--- src/rtl/spi_host_if.sv ---
// Byte-stream and frame-control bundle between an SPI initiator and its controller.
interface spi_host_if;
  logic       start_i;
  logic [7:0] len_i;
  logic       ready_o;
  logic       busy_o;
  logic [7:0] tx_data_i;
  logic       tx_valid_i;
  logic       tx_ready_o;
  logic [7:0] rx_data_o;
  logic       rx_valid_o;
  logic       done_o;

  modport slave (
    input  start_i, len_i, tx_data_i, tx_valid_i,
    output ready_o, busy_o, tx_ready_o, rx_data_o, rx_valid_o, done_o
  );

  modport master (
    output start_i, len_i, tx_data_i, tx_valid_i,
    input  ready_o, busy_o, tx_ready_o, rx_data_o, rx_valid_o, done_o
  );
endinterface

--- src/rtl/spi_host.sv ---
// SPI initiator, CPOL=0 / CPHA=1, MSB first, 8-bit words, active-low CS.
// A frame of len_i+1 bytes is fed through a valid/ready stream; MISO bytes come back on a strobe.
module spi_host #(
  parameter int unsigned CLK_DIV = 8,
  parameter int unsigned CS_GAP  = 8
) (
  input  logic       clk_i,
  input  logic       rst_i,
  spi_host_if.slave  bus,
  output logic       spi_sclk,
  output logic       spi_mosi,
  output logic       spi_cs,
  input  logic       spi_miso
);

  localparam int unsigned CNT_MAX = (CLK_DIV > CS_GAP) ? CLK_DIV : CS_GAP;
  localparam int unsigned CW      = $clog2(CNT_MAX);
  localparam logic [CW-1:0] DIV_END = CW'(CLK_DIV - 1);
  localparam logic [CW-1:0] GAP_END = CW'(CS_GAP - 1);

  typedef enum logic [2:0] {
    S_IDLE, S_WAIT_BYTE, S_SHIFT_HI, S_SHIFT_LO, S_HOLD, S_GAP
  } state_e;

  state_e        state_q, state_d;
  logic [CW-1:0] div_q, div_d;
  logic [2:0]    bit_q, bit_d;
  logic [7:0]    byte_q, byte_d;
  logic [7:0]    txsh_q, txsh_d;
  logic [7:0]    rxsh_q, rxsh_d;
  logic          sclk_q, sclk_d;
  logic          mosi_q, mosi_d;
  logic          cs_q, cs_d;
  logic          ready_q, ready_d;
  logic          busy_q, busy_d;
  logic          txrdy_q, txrdy_d;
  logic [7:0]    rxdata_q, rxdata_d;
  logic          rxvld_q, rxvld_d;
  logic          done_q, done_d;

  logic accept;
  logic handshake;
  logic div_end;

  assign accept    = bus.start_i && ready_q;
  assign handshake = bus.tx_valid_i && txrdy_q;
  assign div_end   = (div_q == DIV_END);

  always_ff @(posedge clk_i) begin
    if (rst_i) state_q <= S_IDLE;
    else       state_q <= state_d;
  end

  // WAIT_BYTE doubles as the pre-SCLK delay: once tx_ready drops the divider runs to the first rise.
  always_comb begin
    state_d = state_q;
    unique case (state_q)
      S_IDLE:      if (accept) state_d = S_WAIT_BYTE;
      S_WAIT_BYTE: if (!txrdy_q && div_end) state_d = S_SHIFT_HI;
      S_SHIFT_HI:  if (div_end) state_d = S_SHIFT_LO;
      S_SHIFT_LO: begin
        if (bit_q == 3'd7)  state_d = (byte_q != 8'd0) ? S_WAIT_BYTE : S_HOLD;
        else if (div_end)   state_d = S_SHIFT_HI;
      end
      S_HOLD:      if (div_end) state_d = S_GAP;
      S_GAP:       if (div_q == GAP_END) state_d = S_IDLE;
      default:     state_d = S_IDLE;
    endcase
  end

  always_comb begin
    div_d    = div_q + CW'(1);
    bit_d    = bit_q;
    byte_d   = byte_q;
    txsh_d   = txsh_q;
    rxsh_d   = rxsh_q;
    sclk_d   = sclk_q;
    mosi_d   = mosi_q;
    cs_d     = cs_q;
    ready_d  = ready_q;
    busy_d   = busy_q;
    txrdy_d  = txrdy_q;
    rxdata_d = rxdata_q;
    rxvld_d  = 1'b0;
    done_d   = 1'b0;
    unique case (state_q)
      S_IDLE: begin
        div_d = '0;
        if (accept) begin
          byte_d  = bus.len_i;
          cs_d    = 1'b0;
          ready_d = 1'b0;
          busy_d  = 1'b1;
          txrdy_d = 1'b1;
        end
      end
      S_WAIT_BYTE: begin
        if (handshake) begin
          txsh_d  = bus.tx_data_i;
          bit_d   = '0;
          txrdy_d = 1'b0;
          div_d   = CW'(1);
        end else if (txrdy_q) begin
          div_d = div_q;
        end else if (div_end) begin
          sclk_d = 1'b1;
          mosi_d = txsh_q[7];
          div_d  = '0;
        end
      end
      S_SHIFT_HI: begin
        if (div_end) begin
          sclk_d = 1'b0;
          rxsh_d = {rxsh_q[6:0], spi_miso};
          div_d  = '0;
        end
      end
      S_SHIFT_LO: begin
        if (bit_q == 3'd7) begin
          rxdata_d = rxsh_q;
          rxvld_d  = 1'b1;
          if (byte_q != 8'd0) begin
            byte_d  = byte_q - 8'd1;
            txrdy_d = 1'b1;
          end else begin
            div_d = CW'(1);
          end
        end else if (div_end) begin
          txsh_d = {txsh_q[6:0], 1'b0};
          mosi_d = txsh_q[6];
          sclk_d = 1'b1;
          bit_d  = bit_q + 3'd1;
          div_d  = '0;
        end
      end
      S_HOLD: begin
        if (div_end) begin
          cs_d   = 1'b1;
          done_d = 1'b1;
          div_d  = '0;
        end
      end
      S_GAP: begin
        if (div_q == GAP_END) begin
          busy_d  = 1'b0;
          ready_d = 1'b1;
          mosi_d  = 1'b0;
        end
      end
      default: ;
    endcase
  end

  always_ff @(posedge clk_i) begin
    if (rst_i) begin
      div_q    <= '0;
      bit_q    <= '0;
      byte_q   <= '0;
      txsh_q   <= '0;
      rxsh_q   <= '0;
      sclk_q   <= 1'b0;
      mosi_q   <= 1'b0;
      cs_q     <= 1'b1;
      ready_q  <= 1'b1;
      busy_q   <= 1'b0;
      txrdy_q  <= 1'b0;
      rxdata_q <= '0;
      rxvld_q  <= 1'b0;
      done_q   <= 1'b0;
    end else begin
      div_q    <= div_d;
      bit_q    <= bit_d;
      byte_q   <= byte_d;
      txsh_q   <= txsh_d;
      rxsh_q   <= rxsh_d;
      sclk_q   <= sclk_d;
      mosi_q   <= mosi_d;
      cs_q     <= cs_d;
      ready_q  <= ready_d;
      busy_q   <= busy_d;
      txrdy_q  <= txrdy_d;
      rxdata_q <= rxdata_d;
      rxvld_q  <= rxvld_d;
      done_q   <= done_d;
    end
  end

  assign spi_sclk       = sclk_q;
  assign spi_mosi       = mosi_q;
  assign spi_cs         = cs_q;
  assign bus.ready_o    = ready_q;
  assign bus.busy_o     = busy_q;
  assign bus.tx_ready_o = txrdy_q;
  assign bus.rx_data_o  = rxdata_q;
  assign bus.rx_valid_o = rxvld_q;
  assign bus.done_o     = done_q;

endmodule

--- src/flat_wrapper.sv ---
// flat-port wrapper written by rule: the top's interface ports become plain ports
module spi_host_flat 
#(
  parameter int unsigned CLK_DIV = 8,
  parameter int unsigned CS_GAP  = 8
)
  (clk_i, rst_i, spi_sclk, spi_mosi, spi_cs, spi_miso, bus_start_i, bus_len_i, bus_tx_data_i, bus_tx_valid_i, bus_ready_o, bus_busy_o, bus_tx_ready_o, bus_rx_data_o, bus_rx_valid_o, bus_done_o);
  spi_host_if bus_i ();
  input  logic clk_i;
  input  logic rst_i;
  output logic spi_sclk;
  output logic spi_mosi;
  output logic spi_cs;
  input  logic spi_miso;
  input wire logic [$bits(bus_i.start_i)-1:0] bus_start_i;
  input wire logic [$bits(bus_i.len_i)-1:0] bus_len_i;
  input wire logic [$bits(bus_i.tx_data_i)-1:0] bus_tx_data_i;
  input wire logic [$bits(bus_i.tx_valid_i)-1:0] bus_tx_valid_i;
  output wire logic [$bits(bus_i.ready_o)-1:0] bus_ready_o;
  output wire logic [$bits(bus_i.busy_o)-1:0] bus_busy_o;
  output wire logic [$bits(bus_i.tx_ready_o)-1:0] bus_tx_ready_o;
  output wire logic [$bits(bus_i.rx_data_o)-1:0] bus_rx_data_o;
  output wire logic [$bits(bus_i.rx_valid_o)-1:0] bus_rx_valid_o;
  output wire logic [$bits(bus_i.done_o)-1:0] bus_done_o;
  assign bus_i.start_i = bus_start_i;
  assign bus_i.len_i = bus_len_i;
  assign bus_i.tx_data_i = bus_tx_data_i;
  assign bus_i.tx_valid_i = bus_tx_valid_i;
  assign bus_ready_o = bus_i.ready_o;
  assign bus_busy_o = bus_i.busy_o;
  assign bus_tx_ready_o = bus_i.tx_ready_o;
  assign bus_rx_data_o = bus_i.rx_data_o;
  assign bus_rx_valid_o = bus_i.rx_valid_o;
  assign bus_done_o = bus_i.done_o;
  spi_host #(.CLK_DIV(CLK_DIV), .CS_GAP(CS_GAP)) u_core (.clk_i(clk_i), .rst_i(rst_i), .bus(bus_i), .spi_sclk(spi_sclk), .spi_mosi(spi_mosi), .spi_cs(spi_cs), .spi_miso(spi_miso));
endmodule
--- config.mk ---
export PLATFORM = sky130hd
export DESIGN_NAME = spi_host_flat
export DESIGN_NICKNAME = d
export VERILOG_FILES = /design/src/rtl/spi_host_if.sv /design/src/rtl/spi_host.sv /design/src/flat_wrapper.sv
export SDC_FILE = /design/constraint.sdc
export NUM_CORES = 1
export LEC_CHECK = 0
export CORE_ASPECT_RATIO = 0.5
export CORE_UTILIZATION = 37
export CTS_CLUSTER_DIAMETER = 120
export CTS_CLUSTER_SIZE = 10
export DETAILED_ROUTE_END_ITERATION = 10
export SLEW_MARGIN = 20
export SYNTH_ARGS = -nofsm -noshare
export SYNTH_HDL_FRONTEND = slang
export SYNTH_SLANG_ARGS = --single-unit
--- constraint.sdc ---
create_clock -name clk_i -period 2.56 [get_ports clk_i]
set_clock_uncertainty 0.2 [all_clocks]
set_input_delay 0.384 -clock clk_i [delete_from_list [all_inputs] [get_ports clk_i]]
set_output_delay 0.384 -clock clk_i [all_outputs]
set_load 0.02 [all_outputs]
==> reports/metrics.yaml <==
cts_htree_levels: 2
grt_pass1_vias: 2118
path_max_fanout: 9
synthToLayoutAreaGrowth_pct: 26.23
p_per_area_nw_per_um2: 568.4
synth_warnings: 0
placed_area_um2: 2923
drive_gt1_share_pct: 7.826
dp_hpwl_mm: 3.882
dpl.cell_count: 426
fp.coreArea_um2: 6206
io_pins: 37
use_met3_pct: 3.681
rsz0062_at_grt: "false"
ys_seq_area_share_pct: 40.16
synth_edf_count: 0
start_util_pct: 39.35
synth_area_leader_cell: "dfxtp_1"
cts.path.max_buffers: 2
cts-root-buf: "clkbuf_16"
worstPathArrival_ns: 2.32
synth.avg_cell_area_um2: 7.853
netlist_area_um2: 2442
status: "completed"
finalSetupViolations: 0
finalHoldViolCount: 0
synth_top_area_share_pct: 40.16
finalWirelength_mm: 5.584
post-route-min-period_ns: 2.341
track_usage_pct: 17.49
cts_sinks: 49
finalCritPeriodShare_pct: 91.44
peakVddDrop_mv: 0.2977
fin_area_um2: 3083
fp.dieH_um: 59.45
worstSetupStartpointType: "flip-flop"
design.die.area_um2: 6950
max_slew_margin_pct: 67.60
ys_types: 48
slowest_stage: "or4_4"
first_iter_violations: 106
ff_latch_area_um2: 980.9
place.gp.congestion: 0.8548
drv_cap: 0
max_freq_mhz: 427.2
ys_ff_latch: 49
busiest_layer: "met2"
synthArstFlopShare_pct: 0
cp_cell_sequence: "or4_4, or3_1, o21ai_4, mux2i_1, nor2_1"
finalNonFillerCells: 433
grt_max_degree: 31
die_x_um: 116.9
via_per_inst: 5.245
cts_tree: "done"
final_nets: 372
synth_area_leaders: "dfxtp_1 40%, nand2_1 7.2%, a21oi_1 6.6%"
drc: 0
antenna_found_initial: 0
whs_ns: 0.2565
grt_first_pass_wirelength_mm: 9.597
vias: 2271
clk_pin_slew_ns: 0.06
port_buffers: 36
syn_inst: 311
overflow: 0
path_class: "reg -> reg"
synthFlopType: "dfxtp_1"
fillers: 635
met1_usage_pct: 23.63
cts_setup_buffers: 0
slew_viol_final: 0
setup_tns_ns: 0
ant_nets: 0
yosys-top-cells-count: "49 x dfxtp_1, 47 x nand2_1, 36 x nor2_1, 32 x a21oi_1, 18 x clkbuf_1"
syn_nets: 338
hold_buffers: 0
detail_route.wl_per_cell_um: 12.90
slowest_delay_ns: 0.57
rows: 20
postCtsResizedCells: 0
diodes: 0
worstSetupEndpointType: "flip-flop"
use_met2_pct: 29.08
worst_pin_slew_ns: 0.4816
dr.pass1.iters: 5
hp-class: "reg -> reg"
cts_made_buffers: 5
clk_latency_ns: 0.28
synth.most_common_cell: "dfxtp_1"
power.leakage_uw: 0.001135
multiInputGateArea_um2: 1333
cp.required_ns: 2.54
through the flow:
step / setup slack, ns / total power, µW / util (%)
2_1_floorplan: 0.4273 / 970.0 / -
3_3_place_gp: 0.2877 / 1042 / 47.10
3_5_place_dp: 0.2129 / 1046 / 47.10
4_1_cts: 0.2227 / 1775 / 49.68
5_1_grt: 0.1029 / 1829 / 49.68
6_report: 0.2192 / 1752 / 49.68
placed cells by master, fill, tap and decap left out, types with 2 or more instances in the layout:
| master | n |
|---|---|
| and2_1 | 2 |
| and3b_1 | 2 |
| nand3b_1 | 2 |
| nor2_1 | 36 |
| a21o_1 | 2 |
| o22ai_1 | 2 |
| o21a_1 | 3 |
| o41ai_1 | 2 |
| buf_4 | 14 |
| nor2b_1 | 5 |
| a31oi_1 | 3 |
| o21ai_1 | 4 |
| inv_1 | 9 |
| clkbuf_16 | 5 |
| nand3_1 | 8 |
| nand2_1 | 47 |
| a211oi_1 | 2 |
| nand2b_1 | 5 |
| o21ai_0 | 9 |
| clkdlybuf4s50_1 | 36 |
| or2_2 | 3 |
| dfxtp_1 | 49 |
| nand4_1 | 2 |
| mux2i_1 | 11 |
| ha_1 | 6 |
| nand4bb_1 | 2 |
| a22oi_1 | 3 |
| a21oi_1 | 32 |
| nor3b_1 | 4 |
| a311oi_1 | 7 |
| nor3_1 | 7 |
| nor4_1 | 4 |
cell families (layout without fill, tap and decap cells):
family / after synthesis / in the layout / share of synthesized area (%)
and+or+nand+nor: 133 / 133 / 25.92
AOI/OAI and AO/OA: 79 / 79 / 20.59
DFF: 49 / 49 / 40.16
buffers and inverters: 32 / 66 / 5.276
muxes: 12 / 12 / 4.969
adders and majority gates: 6 / 6 / 3.074
where the power goes:
part	switching (µW)	internal (µW)
sequential	27.2	786
combinational	112	106
clock	268	454
routing by layer:
metal / up-vias / routed length [µm]
met1: 1058 / 2779
met4: 0 / 25
met3: 2 / 257
met5: - / 0
li1: 1157 / -
met2: 54 / 2522
sequential cells by signal (all words and copies together), names as in the netlist, 3 cells and up:
name and count:
u_core.bit_q 3, u_core.state_q 3, u_core.bus.rx_data_o 8, u_core.byte_q 8, u_core.rxsh_q 8, u_core.txsh_q 8
u_core.div_q 3
critical path: cells and delay by family, from the launching register on:
kind / cells / cell delay, ns
mux: 1 / 0.22
flops: 1 / 0.36
simple gates: 3 / 1.14
compound gates: 1 / 0.32
cell type report:
class / count / share of cell area, %
flip-flops and latches: 49 / 31.82
inverters: 9 / 1.096
clock inverters: 2 / 1.136
multi-input cells: 230 / 43.22
clock buffers: 5 / 4.058
repair buffers: 50 / 15.10
well taps: 88 / 3.571
final timing paths:
path / start / slack [ns] / to / depth (start not counted)
setup / recovery: u_core.byte_q[2] / 0.22 / u_core.byte_q[1] / 5
hold reg to reg: u_core.bus.rx_data_o[0] / 0.26 / u_core.bus.rx_data_o[0] / 2
setup reg to reg: u_core.byte_q[2] / 0.22 / u_core.byte_q[1] / 5
hold / removal: u_core.bus.rx_data_o[0] / 0.26 / u_core.bus.rx_data_o[0] / 2
No activity file was read; power rests on OpenSTA's default activity.
==> edit 1: new RTL, same settings <==
`CS_GAP` is set to 8 in 2 places; all go to 16.
--- a/src/rtl/spi_host.sv
+++ b/src/rtl/spi_host.sv
@@ -2,7 +2,7 @@
 // A frame of len_i+1 bytes is fed through a valid/ready stream; MISO bytes come back on a strobe.
 module spi_host #(
   parameter int unsigned CLK_DIV = 8,
-  parameter int unsigned CS_GAP  = 8
+  parameter int unsigned CS_GAP  = 16
 ) (
   input  logic       clk_i,
   input  logic       rst_i,
--- a/src/flat_wrapper.sv
+++ b/src/flat_wrapper.sv
@@ -2,7 +2,7 @@
 module spi_host_flat 
 #(
   parameter int unsigned CLK_DIV = 8,
-  parameter int unsigned CS_GAP  = 8
+  parameter int unsigned CS_GAP  = 16
 )
   (clk_i, rst_i, spi_sclk, spi_mosi, spi_cs, spi_miso, bus_start_i, bus_len_i, bus_tx_data_i, bus_tx_valid_i, bus_ready_o, bus_busy_o, bus_tx_ready_o, bus_rx_data_o, bus_rx_valid_o, bus_done_o);
   spi_host_if bus_i ();
Function: same outputs for any inputs over 10 cycles, from zero or initial values and one cycle with rst_i high; that may be too few to reach the edited logic, so the function may still have changed.
==> edit 1 against the original RTL <==
  * Routed wire length up 4.2%
  * Highest routed layer unchanged
  * Setup slack better by 0.13 ns
  * Largest power group unchanged
  * Critical path depth up 2
  * Final area down 1.2%
  * Total power up 4.9%
  * Sequential cell count up 1
  * Combinational power up 34%
  * Synthesized area up 0.97%
==> edit 1: results (changes against the original RTL) <==
Detailed routing
  • Via count: 2234 (-1.6%)
  • DR WL/cell: 13.5 um (+4.4%)
  • WL met2: 2540 um (+0.63%)
  • Drt first pass iters: 4 (-1)

Placed design
  • Detailed Place HPWL: 4150 um (+7.0%)
  • RD Place Congestion: 0.836 (-2.3%)

STA
  • Hold_ws: 0.259 ns (+0.00203 ns)

Worst setup path
  • FF-to-FF setup slack: 0.35 ns (+0.13 ns)
  • Critical path's largest stage delay: 0.39 ns (-0.18 ns)
  • Worst setup path start: u_core.byte_q[0]
  • CP arrival: 2.23 ns (-0.09 ns)
  • Crit-path max FO: 7 (-2)
  • CP top delay family: compound AO/OA/AOI/OAI gates

Layout
  • Fillers: 639 (+0.63%)

CTS
  • Clk_lat worst skew: 0.30 ns (+0.02 ns)

Power and ir drop
  • Psw: 0.503 mW (+24%)
  • Clk. pwr: 0.692 mW (-4.0%)
  • Combinational group power: 0.293 mW (+34%)
  • Leakage: 1.16 nW (+2.2%)

GRT
  • Vias in the first global route: 2082 (-1.7%)
  • Met2 Use GR: 30.1% (+1.0 points)
  • GR Layer Usage met1: 22.9% (-0.70 points)

Outcome
  • Status: finished clean

Synth
  • Distinct cell type count after synthesis: 52 (+8.3%)
  • Top cells by area, synth: dfxtp_1 (41%), nand2_1 (8.7%), nor2_1 (5.8%), a21oi_1 (5.5%), mux2i_1 (3.2%)
-- edit 1: cell families (layout without fill, tap and decap cells) --
family	Yosys count	after routing	synth area share (%)
AO/OA/AOI/OAI	82	82	21.3
adder cells (fa/ha/maj)	4	4	2.03
buffers and inverters	26	57	4.87
flip-flops	50	50	40.6
multiplexers	8	8	3.25
AND/OR/NAND/NOR	143	143	28.0
-- edit 1: cell type report --
cell class	count	area [um2]	area share [%]
inverter	6	22.5	0.739
clock buffer	6	139	4.56
multi-input combinational	237	1350	44.1
timing repair buffer	43	413	13.6
clock inverter	2	16.3	0.534
tap	88	110	3.61
sequential	50	1000	32.9
-- edit 1: through the flow --
stage	worst slack, ns	cell area, um2	power (mW)	std cells
6_report	0.347	3050	1.84	432
3_3_place_gp	0.378	2890	1.15	424
3_5_place_dp	0.291	2890	1.16	424
4_1_cts	0.355	3050	1.87	432
5_1_grt	0.208	3050	1.93	432
2_1_floorplan	0.593	2470	1.06	313
==> edit 2: new RTL, same flow settings <==
Without the edit above. Encoding of `state_e`: now one-hot (6 bits for 6 states).
--- a/src/rtl/spi_host.sv
+++ b/src/rtl/spi_host.sv
@@ -18,8 +18,8 @@
   localparam logic [CW-1:0] DIV_END = CW'(CLK_DIV - 1);
   localparam logic [CW-1:0] GAP_END = CW'(CS_GAP - 1);
 
-  typedef enum logic [2:0] {
-    S_IDLE, S_WAIT_BYTE, S_SHIFT_HI, S_SHIFT_LO, S_HOLD, S_GAP
+  typedef enum logic [5:0] {
+    S_IDLE = 6'b000001, S_WAIT_BYTE = 6'b000010, S_SHIFT_HI = 6'b000100, S_SHIFT_LO = 6'b001000, S_HOLD = 6'b010000, S_GAP = 6'b100000
   } state_e;
 
   state_e        state_q, state_d;
Function: no difference found for any inputs over 10 cycles, from zero or initial values and one cycle with rst_i high; not proved beyond that.
==> edit 2 against the original RTL <==
  * Synthesized area increased by 10%
  * Global-route usage decreased by 0.14 points
  * Final area increased by 4.7%
  * Setup slack improved by 0.063 ns
  * Routed wire length increased by 10%
  * Sequential cell count increased by 3
  * Critical endpoint is now u_core.txsh_q[4]
Power is not compared: it rests on default switching activity, and its combinational part moved more than twofold at a synthesized area within 25%.
==> edit 2: results (changes against the original RTL) <==
Layout
  • Final nets: 381 (+2.4%)
  • Seq/total area: 32.2% (+0.43 points)
  • Clock buf/inv share: 4.77% (-0.43 points)
  • Fillers: 658 (+3.6%)
  • Clock Buffer Count: 6 (+1)
  • Non-clk bufs: 45 (-10%)
  • Non-clock buffer share of cell area: 13.1% (-2.0 points)

Detailed routing
  • DR WL/cell: 13.7 um (+6.6%)
  • Drt first pass iters: 4 (-1)
  • Via count: 2421 (+6.6%)

GRT
  • Largest net degree at the start of global routing: 37 (+19%)
  • Vias in the first global route: 2258 (+6.6%)
  • Tot GR Track Use: 17.4% (-0.14 points)
  • First-pass GRT wire length: 10700 um (+11%)

Worst setup path
  • CP max-delay cell: nor4_4
  • Crit-path max FO: 17 (+8)
  • RR Startpoint: u_core.state_q[4]

Synth
  • Post-Synth XOR/XNOR Area: 1.30% (+1.3 points)
  • Distinct cell type count after synthesis: 54 (+13%)
  • Synth Area in Adders: 2.78% (-0.29 points)
  • Post-synthesis compound-gate area fraction: 24.7% (+4.1 points)
  • Sequential area share after synthesis: 38.6% (-1.6 points)

Placed design
  • Detailed Place HPWL: 4310 um (+11%)
  • RD Place Congestion: 0.842 (-1.5%)
  • DP Worst Slack: 0.297 ns (+0.0845 ns)

Outcome
  • Status: finished clean

STA
  • Worst-Margin Slew: 0.641 ns (+0.160 ns)
## edit 2: cell count changes after synthesis, sizes merged, moves of 7 or more
cell,before,now
buf,5,18
nand2,47,58
nor2,36,25
clkbuf,18,8
a21oi,32,41
mux2i,11,2
nand3,8,17
inv,9,2
## edit 2: routing by layer
metal	track usage (%)	vias up	part of all wire, %
li1	-	1226	-
met1	23.5	1154	51
met2	27.7	41	47
met3	3.83	0	2.5
met4	4.73	0	0
met5	0	-	0
## edit 2: final timing paths
check                            end  slack (ns)  cells after the start
max                 u_core.txsh_q[4]        0.28                      5
min          u_core.bus.rx_data_o[7]        0.25                      2
max reg2reg         u_core.txsh_q[4]        0.28                      5
min reg2reg  u_core.bus.rx_data_o[7]        0.25                      2
## edit 2: through the flow
stage	cells	utilization, %	instance area (um2)
5_1_grt	447	47.1	3230
6_report	447	47.1	3230
3_5_place_dp	439	44.8	3070
2_1_floorplan	328	-	2700
3_3_place_gp	439	44.8	3070
4_1_cts	447	47.1	3230
